File: config.mk
export PLATFORM = sky130hd
export DESIGN_NAME = fp_acc_seq_flat
export DESIGN_NICKNAME = d
export VERILOG_FILES = /design/src/rtl/fp_acc_seq_if.sv /design/src/rtl/fp_acc_seq.sv /design/src/flat_wrapper.sv
export SDC_FILE = /design/constraint.sdc
export NUM_CORES = 1
export LEC_CHECK = 0
export ABC_AREA = 1
export CAP_MARGIN = 20
export CORE_ASPECT_RATIO = 0.75
export CORE_MARGIN = 2
export CORE_UTILIZATION = 42
export CTS_CLUSTER_SIZE = 14
export DETAILED_ROUTE_END_ITERATION = 10
export PLACE_DENSITY = 0.78
export SYNTH_ARGS = -nofsm -noshare
export SYNTH_HDL_FRONTEND = slang
export SYNTH_SLANG_ARGS = --single-unit
File: constraint.sdc
create_clock -name clk -period 1.7 [get_ports clk]
set_input_delay 0.34 -clock clk [delete_from_list [all_inputs] [get_ports clk]]
set_output_delay 0.34 -clock clk [all_outputs]
set_load 0.005 [all_outputs]
File: src/rtl/fp_acc_seq_if.sv
// Operand stream, adder hookup and result bus for fp_acc_seq.
// FP_ACC_SEQ_OVF_EN adds the sticky ovf flag to the bus.
interface fp_acc_seq_if #(
    parameter int N     = 32,
    parameter int CNT_W = 8
);
    logic             start;
    logic [CNT_W-1:0] len;
    logic             in_valid;
    logic [N-1:0]     in_data;
    logic             in_ready;
    logic [N-1:0]     add_a;
    logic [N-1:0]     add_b;
    logic [N-1:0]     add_res;
    logic             busy;
    logic             done;
    logic [N-1:0]     sum;
`ifdef FP_ACC_SEQ_OVF_EN
    logic             ovf;

    modport slave (
        input  start, len, in_valid, in_data, add_res,
        output in_ready, add_a, add_b, busy, done, sum, ovf
    );
    modport master (
        output start, len, in_valid, in_data, add_res,
        input  in_ready, add_a, add_b, busy, done, sum, ovf
    );
`else
    modport slave (
        input  start, len, in_valid, in_data, add_res,
        output in_ready, add_a, add_b, busy, done, sum
    );
    modport master (
        output start, len, in_valid, in_data, add_res,
        input  in_ready, add_a, add_b, busy, done, sum
    );
`endif
endinterface

File: src/rtl/fp_acc_seq.sv
// Sequential binary32 accumulator wrapped around an external combinational adder.
// Optional sticky exponent-overflow flag enabled by FP_ACC_SEQ_OVF_EN.
module fp_acc_seq #(
    parameter int N     = 32,
    parameter int CNT_W = 8
) (
    input logic         clk,
    input logic         rst_n,
    fp_acc_seq_if.slave bus
);
    typedef enum logic [1:0] {IDLE, FIRST, ACCUM, DONE} state_t;

    state_t           state, state_nxt;
    logic [N-1:0]     acc, acc_nxt, acc_upd;
    logic [N-1:0]     sum_q, sum_nxt;
    logic [CNT_W-1:0] cnt, cnt_nxt;
    logic             accept, in_zero, acc_zero, cancel, acc_wr;

    assign accept   = bus.in_valid && bus.in_ready;
    assign in_zero  = (bus.in_data[30:0] == 31'd0);
    assign acc_zero = (acc[30:0] == 31'd0);
    assign cancel   = (acc[30:0] == bus.in_data[30:0]) && (acc[31] != bus.in_data[31]);

    // The adder cannot handle zero operands or a zero result, so those cases bypass it.
    always_comb begin
        acc_upd = bus.add_res;
        acc_wr  = 1'b1;
        if (in_zero) begin
            acc_upd = acc;
            acc_wr  = 1'b0;
        end else if (acc_zero) begin
            acc_upd = bus.in_data;
        end else if (cancel) begin
            acc_upd = '0;
        end
    end

`ifdef FP_ACC_SEQ_OVF_EN
    logic ovf_q, ovf_nxt;
`endif

    always_comb begin
        state_nxt = state;
        acc_nxt   = acc;
        cnt_nxt   = cnt;
        sum_nxt   = sum_q;
`ifdef FP_ACC_SEQ_OVF_EN
        ovf_nxt   = ovf_q;
`endif
        case (state)
            IDLE: begin
                if (bus.start) begin
`ifdef FP_ACC_SEQ_OVF_EN
                    ovf_nxt = 1'b0;
`endif
                    if (bus.len != '0) begin
                        cnt_nxt   = bus.len;
                        state_nxt = FIRST;
                    end else begin
                        acc_nxt   = '0;
                        state_nxt = DONE;
                    end
                end
            end
            FIRST: begin
                if (accept) begin
                    acc_nxt   = bus.in_data;
                    cnt_nxt   = cnt - CNT_W'(1);
                    state_nxt = (cnt == CNT_W'(1)) ? DONE : ACCUM;
                end
            end
            ACCUM: begin
                if (accept) begin
                    acc_nxt = acc_upd;
                    cnt_nxt = cnt - CNT_W'(1);
`ifdef FP_ACC_SEQ_OVF_EN
                    if (acc_wr && acc_upd[30:23] == 8'hFF) ovf_nxt = 1'b1;
`endif
                    if (cnt == CNT_W'(1)) state_nxt = DONE;
                end
            end
            DONE: begin
                sum_nxt   = acc;
                state_nxt = IDLE;
            end
            default: state_nxt = IDLE;
        endcase
    end

    always_ff @(posedge clk or negedge rst_n) begin
        if (!rst_n) begin
            state <= IDLE;
            acc   <= '0;
            cnt   <= '0;
            sum_q <= '0;
        end else begin
            state <= state_nxt;
            acc   <= acc_nxt;
            cnt   <= cnt_nxt;
            sum_q <= sum_nxt;
        end
    end

`ifdef FP_ACC_SEQ_OVF_EN
    always_ff @(posedge clk or negedge rst_n) begin
        if (!rst_n) ovf_q <= 1'b0;
        else        ovf_q <= ovf_nxt;
    end
    assign bus.ovf = ovf_q;
`endif

    assign bus.add_a    = acc;
    assign bus.add_b    = bus.in_data;
    assign bus.in_ready = (state == FIRST) || (state == ACCUM);
    assign bus.busy     = (state != IDLE);
    assign bus.done     = (state == DONE);
    assign bus.sum      = sum_q;
endmodule
File: src/flat_wrapper.sv
// flat-port wrapper written by rule: the top's interface ports become plain ports
module fp_acc_seq_flat 
#(
    parameter int N     = 32,
    parameter int CNT_W = 8
)
  (clk, rst_n, bus_start, bus_len, bus_in_valid, bus_in_data, bus_add_res, bus_in_ready, bus_add_a, bus_add_b, bus_busy, bus_done, bus_sum);
  fp_acc_seq_if #(.N(N), .CNT_W(CNT_W)) bus_i ();
  input logic clk;
  input logic rst_n;
  input wire logic [$bits(bus_i.start)-1:0] bus_start;
  input wire logic [$bits(bus_i.len)-1:0] bus_len;
  input wire logic [$bits(bus_i.in_valid)-1:0] bus_in_valid;
  input wire logic [$bits(bus_i.in_data)-1:0] bus_in_data;
  input wire logic [$bits(bus_i.add_res)-1:0] bus_add_res;
  output wire logic [$bits(bus_i.in_ready)-1:0] bus_in_ready;
  output wire logic [$bits(bus_i.add_a)-1:0] bus_add_a;
  output wire logic [$bits(bus_i.add_b)-1:0] bus_add_b;
  output wire logic [$bits(bus_i.busy)-1:0] bus_busy;
  output wire logic [$bits(bus_i.done)-1:0] bus_done;
  output wire logic [$bits(bus_i.sum)-1:0] bus_sum;
  assign bus_i.start = bus_start;
  assign bus_i.len = bus_len;
  assign bus_i.in_valid = bus_in_valid;
  assign bus_i.in_data = bus_in_data;
  assign bus_i.add_res = bus_add_res;
  assign bus_in_ready = bus_i.in_ready;
  assign bus_add_a = bus_i.add_a;
  assign bus_add_b = bus_i.add_b;
  assign bus_busy = bus_i.busy;
  assign bus_done = bus_i.done;
  assign bus_sum = bus_i.sum;
  fp_acc_seq #(.N(N), .CNT_W(CNT_W)) u_core (.clk(clk), .rst_n(rst_n), .bus(bus_i));
endmodule
==> results.md <==
- Status: finished, violations left
- Failing checks: negative setup slack
- Clock Latency Late Sink: 0.35 ns
- Worst slack, placed: -0.594 ns
- Initial DRC count: 484
- Grt ovf: 0
- H-tree depth: 3
- RSZ-0062 raised after global routing: true
- First-pass GRT wire length: approximately 27000 um
- Fin util: 0.701
- Die X: 130 um
- Post-DP HPWL: 12200 um
- CORE AREA: 0.0116 mm2
- TritonCTS sink count: 74
- Initial antenna violation count: 1
- N_diodes: 0
- Area growth syn-to-layout: 62.7%
- Wire per inst: 15.5 um
- Mapped cell area: 0.00498 mm2
- Drt first pass iters: 5
- Num rows: 34
- Synth Warn #: 0
- Net count after synthesis: between 700 and 800
- Final min period: ~2.1 ns
- PortBufs: around 170
- Die ar.: between 0.01 and 0.015 mm2
- Slew headroom: 0.681
- Layout Nets: 1053
- Crit path arrival time: 2.41 ns
- Final setup vio count: 43
- TritonCTS Buffers: 9
- Netlist cell types: 31
- Worst reg2reg startpoint: u_core.state[1]
- Least-Margin Pin Slew: 0.479 ns
- Top cell type by total area after synthesis: dfrtp_1
- Vias per inst: 4.97
- Post-Place Cells: approximately 1100
- Tot GR Track Use: 0.271
- Post-Syn Area per Cell: 6.96 um2
- CP Launch Point: u_core.state[1]
- Largest net degree at the start of global routing: 33
- Cells after synthesis: around 720
- Clk pin slew, worst setup/hold paths: approximately 0.060 ns
- Top cell type's share of synthesized area: 0.372
- Share of cells above drive strength 1: 0.216
- Drt drc: 0
- Final setup margin: -0.430 ns
- Initial core utilization: 0.430
- Fraction of the yosys area taken by sequential cells: 0.372
- Final setup TNS: -12.58 ns
- Clock skew: slightly above 0.007 ns
- Final Hold Vio Count: 0
- Post-route ant nets: 0
- Largest cells by area after synthesis: dfrtp_1, nand2_1, nor2_1, mux2_2, buf_4
- Non-filler cells, final: 1137
- Max-slew violation count: 0
- Crit path launch type: flip-flop
- Fin crit share: 1.25
- IO Pins: 175
- FF+latch count, synth: 74
- Routability cong.: 0.886
- Final wirelength: about 18000 um
- Leakage dissipation: around 4.4 nW
- Vias: about 5700
- Root buffer cell: clkbuf_16
- CP required: 1.98 ns
- CTS tree: yes
- Worst VDD drop: 1.68 mV
- CP endpoint kind: flip-flop
- CTS Buffer Depth: 2
- Die height: between 90 and 100 um
- Maximum clock frequency: between 400 and 500 MHz
- Crit Path Category: reg -> reg
- Worst-path fanout max: 7
- PD cells: 1510 mW/mm2
- Hold Crit Class: in -> async
- Max-cap violations: 0
- Vias in the first global route: about 5500
- Total power: 12.2 mW
-- registers in the layout (all words and copies together), names as in the netlist --
signal / cells
u_core.state: 2
u_core.cnt: 8
u_core.bus.sum: 32
u_core.bus.add_a: 32
-- area by class of cell --
class	count	area, um2
multi-input combinational	541	2690
timing repair buffer	304	2860
clock buffer	11	233
sequential	74	1850
clock inverter	5	103
inverter	40	168
tap	162	203
fill	938	3460
-- report_power, final --
group / internal [mW] / leakage (nW) / switching, mW
Combinational: 3.65 / 3.28 / 3.53
Clock: 1.43 / 0.160 / 0.783
Sequential: 2.39 / 0.977 / 0.427
Total: 7.47 / 4.41 / 4.74
-- logic make-up after synthesis --
| kind of cell | count (synthesis) | share of synthesized area |
|---|---|---|
| and+or+nand+nor | 436 | 0.341 |
| buffers and inverters | 101 | 0.113 |
| DFF | 74 | 0.372 |
| AOI/OAI and AO/OA | 47 | 0.0540 |
| xor gates and xnor gates | 26 | 0.0457 |
| muxes | 25 | 0.0565 |
| adders and majority gates | 7 | 0.0176 |
-- path summary, 6_finish.rpt --
kind | end | slack, ns | cells after the start
min in group clk | u_core.bus.sum[6] | 0.51 | 1
hold reg to reg | u_core.bus.sum[6] | 0.51 | 1
setup reg to reg | u_core.bus.add_a[12] | -0.43 | 14
setup / recovery | u_core.bus.add_a[12] | -0.43 | 14
hold / removal | u_core.bus.sum[16] | 0.49 | 2
max in group asynchronous | u_core.bus.add_a[8] | 0.67 | 3
-- synth_stat cells --
cell / count
mux2_2: 25
o21ai_0: 15
buf_2: 9
clkbuf_1: 11
nor2_8: 1
nand2_1: 323
inv_2: 4
nor2_2: 1
a32oi_1: 1
a41oi_1: 1
dfrtp_1: 74
inv_1: 35
a31oi_1: 1
nor4_1: 6
o21bai_4: 1
nand3_1: 4
nor2_1: 90
nand4_1: 5
o211ai_1: 2
clkinv_1: 1
nor3_1: 5
ha_1: 7
a22o_1: 1
buf_4: 36
xor2_1: 1
o21ai_1: 1
a211oi_1: 1
a21oi_1: 23
buf_6: 5
nor3_2: 1
xnor2_1: 25
-- per-layer routing --
layer	track usage	up-vias	wire length [um]
met3	0.0619	34	1620
met4	0.0538	2	248
met1	0.376	2614	7710
li1	-	2707	-
met2	0.438	297	8070
met5	0	-	11
-- timing repair --
item                                    in CTS  in global routing
hold endpoints to repair                    30                  0
endpoints found under the setup margin      98                 54
resized for setup                           98                 53
pin swaps                                    4                 15
hold buffers                                 1                  0
gates cloned                                 1                  1
setup buffers                               21                  8
-- metrics by stage --
stage               area (um2)  hold slack [ns]
floorplan                 5010           0.0444
global placement          7370            0.333
detailed placement        7370            0.330
CTS                       7940            0.502
global route              8110            0.520
finish                    8110            0.488
-- worst max-delay path: stages, from the launching register on --
cell,delay [ns]
dfrtp_1,0.42
buf_6,0.14
ha_4,0.17
inv_6,0.09
nor2_4,0.04
nor3_2,0.20
inv_1,0.08
nor2_2,0.13
o21ai_2,0.07
o21bai_4,0.20
nor2_8,0.12
buf_6,0.14
buf_12,0.13
nand2_2,0.06
nand2_2,0.06
-- cells in the final DEF (no fill, tap or decap), types with 9 or more instances in the layout --
| cell type | instances |
|---|---|
| clkbuf_16 | 10 |
| nor2_1 | 85 |
| nand2_1 | 313 |
| dfrtp_1 | 73 |
| buf_6 | 33 |
| inv_1 | 32 |
| dlygate4sd2_1 | 51 |
| buf_4 | 92 |
| clkdlybuf4s50_1 | 110 |
| a21oi_1 | 22 |
| xnor2_1 | 25 |
| nand2_2 | 9 |
| mux2_2 | 25 |
Power figures use the tool's default switching activity.
